### src/rtl/bf8b_pkg.sv
// Shared definitions for the memory bus arbiter.
//   arb_state_t  : arbiter FSM encoding (2 bits)
//   GRANT_FETCH  : one-hot grant code for the fetch stage
//   GRANT_EXEC   : one-hot grant code for the exec stage
package bf8b_pkg;

    typedef enum logic [1:0] {
        ARB_IDLE  = 2'b00,
        ARB_GNT_F = 2'b01,
        ARB_GNT_E = 2'b10,
        ARB_DONE  = 2'b11
    } arb_state_t;

    localparam logic [1:0] GRANT_FETCH = 2'b01;
    localparam logic [1:0] GRANT_EXEC  = 2'b10;

endpackage

### src/rtl/bus_watchdog.sv
// Handshake watchdog for the memory bus arbiter.
// Ports:
//   clk, rst  clock, asynchronous active-high reset
//   clear     reload the timer (asserted on the edge that grants the bus)
//   enable    high while the arbiter sits in a grant state
//   expire    high when TIMEOUT grant cycles have passed since clear
// TIMEOUT == 0 removes the timer entirely; expire is then constant 0.
module bus_watchdog #(
    parameter int TIMEOUT = 64
) (
    input  logic clk,
    input  logic rst,
    input  logic clear,
    input  logic enable,
    output logic expire
);

    generate
        if (TIMEOUT == 0) begin : g_off
            assign expire = 1'b0;
        end else begin : g_on
            localparam int CW = (TIMEOUT > 1) ? $clog2(TIMEOUT) : 1;
            localparam logic [CW-1:0] LOAD = CW'(TIMEOUT - 1);

            logic [CW-1:0] cnt;

            // Down-counter loaded with TIMEOUT-1 at grant; the edge that sees
            // it at zero is the TIMEOUT-th edge spent in the grant state.
            always_ff @(posedge clk or posedge rst) begin
                if (rst) begin
                    cnt <= '0;
                end else if (clear) begin
                    cnt <= LOAD;
                end else if (enable && (cnt != '0)) begin
                    cnt <= cnt - CW'(1);
                end
            end

            assign expire = enable && (cnt == '0);
        end
    endgenerate

endmodule

### src/rtl/mem_bus_arbiter.sv
// Arbiter for the single 8-bit memory bus shared by the fetch and exec stages.
// Exec has priority; fetch is guaranteed a grant after STARVE_LIMIT
// consecutive exec grants taken while it waited. All outputs are registered.
// Ports:
//   clk, rst                         clock, asynchronous active-high reset
//   f_req/f_addr/f_ready             fetch read port, f_ready pulses on done
//   e_req/e_we/e_addr/e_wdata/e_ready exec port, e_ready pulses on done
//   rdata                            read data captured at completion
//   grant                            one-hot owner {exec,fetch}
//   mem_req/mem_we/mem_addr/mem_wdata memory request side
//   mem_rdata/mem_ready              memory response side
//   timeout                          pulse on watchdog abort
//
// state     | meaning
// ----------+-----------------------------------------------------------
// ARB_IDLE  | bus free, arbitrate on requests at each edge
// ARB_GNT_F | fetch owns the bus, waiting for mem_ready or watchdog
// ARB_GNT_E | exec owns the bus, waiting for mem_ready or watchdog
// ARB_DONE  | one turnaround cycle, ready pulse high, grant still held
module mem_bus_arbiter
    import bf8b_pkg::*;
#(
    parameter int ADDR_W       = 8,
    parameter int DATA_W       = 8,
    parameter int STARVE_LIMIT = 4,
    parameter int TIMEOUT      = 64
) (
    input  logic              clk,
    input  logic              rst,
    input  logic              f_req,
    input  logic [ADDR_W-1:0] f_addr,
    output logic              f_ready,
    input  logic              e_req,
    input  logic              e_we,
    input  logic [ADDR_W-1:0] e_addr,
    input  logic [DATA_W-1:0] e_wdata,
    output logic              e_ready,
    output logic [DATA_W-1:0] rdata,
    output logic [1:0]        grant,
    output logic              mem_req,
    output logic              mem_we,
    output logic [ADDR_W-1:0] mem_addr,
    output logic [DATA_W-1:0] mem_wdata,
    input  logic [DATA_W-1:0] mem_rdata,
    input  logic              mem_ready,
    output logic              timeout
);

    localparam int SW = (STARVE_LIMIT > 0) ? $clog2(STARVE_LIMIT + 1) : 1;
    localparam logic [SW-1:0] STARVE_MAX = SW'(STARVE_LIMIT);

    arb_state_t        state, state_nxt;
    logic [SW-1:0]     starve, starve_nxt;
    logic [1:0]        grant_nxt;
    logic              mem_req_nxt, mem_we_nxt;
    logic [ADDR_W-1:0] mem_addr_nxt;
    logic [DATA_W-1:0] mem_wdata_nxt, rdata_nxt;
    logic              f_ready_nxt, e_ready_nxt, timeout_nxt;
    logic              exec_wins;
    logic              wd_clear, wd_enable, wd_expire;

    assign wd_enable = (state == ARB_GNT_F) || (state == ARB_GNT_E);

    bus_watchdog #(
        .TIMEOUT (TIMEOUT)
    ) u_watchdog (
        .clk    (clk),
        .rst    (rst),
        .clear  (wd_clear),
        .enable (wd_enable),
        .expire (wd_expire)
    );

    // Exec wins unless fetch is waiting and has already been passed over
    // STARVE_LIMIT times in a row.
    assign exec_wins = e_req &&
                       (!f_req || (starve < STARVE_MAX) || (STARVE_LIMIT == 0));

    always_comb begin
        state_nxt     = state;
        starve_nxt    = starve;
        grant_nxt     = grant;
        mem_req_nxt   = mem_req;
        mem_we_nxt    = mem_we;
        mem_addr_nxt  = mem_addr;
        mem_wdata_nxt = mem_wdata;
        rdata_nxt     = rdata;
        f_ready_nxt   = 1'b0;
        e_ready_nxt   = 1'b0;
        timeout_nxt   = 1'b0;
        wd_clear      = 1'b0;

        case (state)
            ARB_IDLE: begin
                if (exec_wins) begin
                    state_nxt     = ARB_GNT_E;
                    grant_nxt     = GRANT_EXEC;
                    mem_req_nxt   = 1'b1;
                    mem_we_nxt    = e_we;
                    mem_addr_nxt  = e_addr;
                    mem_wdata_nxt = e_wdata;
                    wd_clear      = 1'b1;
                    if (!f_req) begin
                        starve_nxt = '0;
                    end else if (starve != STARVE_MAX) begin
                        starve_nxt = starve + SW'(1);
                    end
                end else if (f_req) begin
                    state_nxt     = ARB_GNT_F;
                    grant_nxt     = GRANT_FETCH;
                    mem_req_nxt   = 1'b1;
                    mem_we_nxt    = 1'b0;
                    mem_addr_nxt  = f_addr;
                    mem_wdata_nxt = '0;
                    wd_clear      = 1'b1;
                    starve_nxt    = '0;
                end
            end
            ARB_GNT_F, ARB_GNT_E: begin
                // A completing handshake takes precedence over a watchdog
                // expiring on the same edge.
                if (mem_ready || wd_expire) begin
                    state_nxt   = ARB_DONE;
                    mem_req_nxt = 1'b0;
                    mem_we_nxt  = 1'b0;
                    f_ready_nxt = (state == ARB_GNT_F);
                    e_ready_nxt = (state == ARB_GNT_E);
                    if (mem_ready) begin
                        if (!mem_we) begin
                            rdata_nxt = mem_rdata;
                        end
                    end else begin
                        timeout_nxt = 1'b1;
                    end
                end
            end
            ARB_DONE: begin
                state_nxt = ARB_IDLE;
                grant_nxt = '0;
            end
            default: begin
                state_nxt = ARB_IDLE;
                grant_nxt = '0;
            end
        endcase
    end

    always_ff @(posedge clk or posedge rst) begin
        if (rst) begin
            state     <= ARB_IDLE;
            starve    <= '0;
            grant     <= '0;
            mem_req   <= 1'b0;
            mem_we    <= 1'b0;
            mem_addr  <= '0;
            mem_wdata <= '0;
            rdata     <= '0;
            f_ready   <= 1'b0;
            e_ready   <= 1'b0;
            timeout   <= 1'b0;
        end else begin
            state     <= state_nxt;
            starve    <= starve_nxt;
            grant     <= grant_nxt;
            mem_req   <= mem_req_nxt;
            mem_we    <= mem_we_nxt;
            mem_addr  <= mem_addr_nxt;
            mem_wdata <= mem_wdata_nxt;
            rdata     <= rdata_nxt;
            f_ready   <= f_ready_nxt;
            e_ready   <= e_ready_nxt;
            timeout   <= timeout_nxt;
        end
    end

endmodule
### config.mk
export PLATFORM = sky130hd
export DESIGN_NAME = mem_bus_arbiter
export DESIGN_NICKNAME = d
export VERILOG_FILES = /design/src/rtl/bf8b_pkg.sv /design/src/rtl/bus_watchdog.sv /design/src/rtl/mem_bus_arbiter.sv
export SDC_FILE = /design/constraint.sdc
export NUM_CORES = 1
export LEC_CHECK = 0
export ABC_CLOCK_PERIOD_IN_PS = 2700
export BUFFER_PORTS_ARGS = -buffer_cell sky130_fd_sc_hd__clkbuf_2
export CAP_MARGIN = 20
export CORE_ASPECT_RATIO = 0.6
export CORE_MARGIN = 5
export CORE_UTILIZATION = 50
export DETAILED_ROUTE_END_ITERATION = 12
export PLACE_DENSITY = 0.86
export SKIP_LAST_GASP = 1
export SLEW_MARGIN = 5
export SYNTH_ARGS = -nofsm -noshare
export SYNTH_HDL_FRONTEND = slang
export SYNTH_HIERARCHICAL = 1
export SYNTH_SLANG_ARGS = --single-unit
### constraint.sdc
create_clock -name clk -period 2.7 [get_ports clk]
set_clock_uncertainty 0.1 [all_clocks]
set_input_delay 0.54 -clock clk [delete_from_list [all_inputs] [get_ports clk]]
set_output_delay 0.54 -clock clk [all_outputs]
set_load 0.01 [all_outputs]
==> impl_metrics.py <==
metrics = {
    "logic_synthesis": {
        "yosys.area.top_type": "dfrtp_1",
        "avgSynthCellArea_um2": 11.7,
        "yosysWarnings": 6,
        "synthArstFlopShare_pct": 100,
        "syn-num-nets": 222,
        "synth_area_leaders": "dfrtp_1 51%, ha_1 4.9%, mux2i_1 4.4%",
        "synth_top_flop_cell": "dfrtp_1",
        "synth_area_um2": 2060,
        "synth.distinct_cells": 51,
        "synth_cells": 176,
        "synth_top_cell_area_share_pct": 51.1,
        "yosys_register_bits": 42,
        "yosysMostFrequentCell": "dfrtp_1",
        "synth-edff-count": 0,
        "synth_common_cells": "42 x dfrtp_1, 12 x inv_1, 12 x nand2_1",
        "yosysSeqAreaShare_pct": 51.1,
    },
    "critical_path": {
        "crit_family": "simple AND/OR/NAND/NOR gates",
        "reg2reg_from": "u_watchdog/g_on.cnt[0]",
        "end_kind": "register",
        "required_ns": 2.77,
        "slowest_delay_ns": 0.46,
        "arrival_ns": 2.22,
        "startpoint_type": "register",
        "worstSetupPathType": "register to register",
        "crit_buf_inv": 1,
        "crit_start": "u_watchdog/g_on.cnt[0]",
        "crit_chain": "inv_1 -> ha_1 -> nor2b_1 -> and3_2 -> nor2_1 -> a21o_2 -> mux2_1",
        "cp_max_fo": 5,
        "slowest_stage": "dfrtp_1",
    },
    "floorplanning": {
        "die_w_um": 92.8,
        "die-area_um2": 5540,
        "die_h_um": 59.7,
        "core_area_um2": 4030,
        "rows": 18,
        "top_level_ports": 69,
        "initial_utilization_pct": 51.1,
    },
    "sta": {
        "period_minus_slack_ns": 2.15,
        "tightestPinTransition_ns": 0.459,
        "worst_hold_slack_ns": 0.0536,
        "setup_viol": 0,
        "fmax_mhz": 465,
        "slew_headroom_pct": 69.3,
        "period_share_pct": 79.6,
        "tns_ns": 0,
        "setup_ws_ns": 0.550,
        "rsz0062_at_grt": "false",
        "maxSlewViolCount": 0,
        "hold_violations": 0,
    },
    "drt": {
        "route.detailed.drc": 0,
        "detail-route-antenna-nets": 0,
        "first_iter_violations": 35,
        "wl_per_cell_um": 14.8,
        "first_pass_iters": 4,
        "wirelength_um": 4390,
        "num_vias": 1543,
        "viasPerCell": 5.20,
    },
    "cells_and_area": {
        "final_layout_size_suffix_gt1_share_pct": 39.7,
        "nFillCells": 338,
        "multiInputGateArea_um2": 898,
        "areaGrowthSynthToFinish_pct": 22.0,
        "stdcell_count": 297,
        "nets": 292,
        "diodes": 0,
        "seqCellArea_um2": 1050,
    },
    "clock_tree": {
        "cts_tree": "yes",
        "clkSinkCount": 42,
        "clk_pin_slew_ns": 0.07,
        "htreeDepth": 2,
        "postCtsSetupBuffers": 0,
        "clk_path_buf_depth": 2,
        "root_buffer": "clkbuf_8",
        "cts_resized": 0,
        "postCtsHoldBufs": 0,
        "numCtsBuffers": 5,
        "clk_latency_ns": 0.28,
    },
    "global_routing": {
        "grt_pass1_vias": 1614,
        "antenna_found_initial": 0,
        "track_usage_pct": 17.7,
        "grt_max_degree": 37,
        "grt_pass1_wl_um": 7620,
        "grt-ovfl-total": 0,
    },
    "worst_hold_path": {
        "hold_path_class": "input pin to asynchronous set/reset pin",
    },
    "pwr": {
        "p_leak_nw": 1.30,
        "power_density_nw_per_um2": 1100,
        "ir_drop_uv": 577,
        "power_w": 0.00275,
    },
    "placed_design": {
        "place_inst": 289,
        "port_buffers": 68,
        "dpl.hpwl_um": 3410,
        "gp_congestion": 0.811,
        "dp_slack_ns": 0.569,
    },
    "run_status": {
        "status": "finished clean",
    },
    "run": {
        "maxCapViolations": 0,
    },
}
-- sequential cells by signal, summed over array words and instances (netlist names) --
name and count:
mem_addr 8, mem_wdata 8, rdata 8, u_watchdog/g_on.cnt 6
starve 3, grant 2, state 2, e_ready 1
f_ready 1, mem_req 1, mem_we 1, timeout 1
-- placed cells by master, fill, tap and decap left out, types with 3 or more instances in the layout --
cell type / synthesis / layout
nor3_1: 3 / 3
ha_1: 8 / 8
mux2_2: 8 / 8
mux2i_1: 9 / 9
clkbuf_2: 0 / 68
a22o_1: 8 / 8
nor2_1: 6 / 6
o21ai_1: 8 / 8
inv_1: 12 / 12
nand2_1: 12 / 12
nand2b_1: 3 / 3
dfrtp_1: 42 / 42
buf_4: 3 / 3
clkbuf_8: 0 / 6
o21ai_0: 6 / 6
-- power breakdown --
part	internal [W]	total [W]	switching (W)	leakage, nW
Combinational	0.000594	0.00130	0.000701	0.737
Clock	0.000206	0.000400	0.000194	0.0482
Sequential	0.000890	0.00106	0.000170	0.512
Total	0.00169	0.00275	0.00107	1.30
-- cell families after synthesis --
logic type / share of synthesized area, %
adders and majority gates: 4.86
DFF: 51.1
muxes: 9.30
and+or+nand+nor: 14.5
AOI/OAI and AO/OA: 15.0
buffers and inverters: 5.29
-- metrics by stage --
step	util, %	area (µm²)
after floorplan	-	2060
after CTS	62.3	2510
after detailed placement	60.0	2420
final	62.3	2510
after global placement	60.0	2420
after global routing	62.3	2510
-- worst paths after layout --
path                                     endpoint  slack (ns)  depth (start not counted)
min                        u_watchdog/g_on.cnt[0]        0.05                          2
max                                      state[1]        0.55                          7
min reg2reg                           mem_addr[3]        0.39                          2
max in group asynchronous             mem_addr[2]        1.95                          3
min in group clk                     mem_wdata[6]        0.37                          2
max reg2reg                              state[1]        0.55                          7
-- routing by layer --
metal | GRT usage (%) | part of all wire, % | vias up
met2 | 28.1 | 44 | 55
li1 | - | - | 770
met1 | 24.1 | 47 | 713
met4 | 4.38 | 0.82 | 0
met3 | 5.53 | 8.2 | 5
met5 | 0 | 0 | -
-- worst reg2reg max path: stages, from the launching register on --
cell and delay (ns):
dfrtp_1 0.46, inv_1 0.12, ha_1 0.19, nor2b_1 0.30
and3_2 0.28, nor2_1 0.06, a21o_2 0.23, mux2_1 0.30
-- final cells by class --
type / count / area share, %
tap: 50 / 2.49
sequential: 42 / 41.9
multi-input combinational: 114 / 35.8
inverter: 12 / 1.79
clock buffer: 7 / 3.44
clock inverter: 1 / 0.199
timing repair buffer: 71 / 14.4
Power figures use the tool's default switching activity.
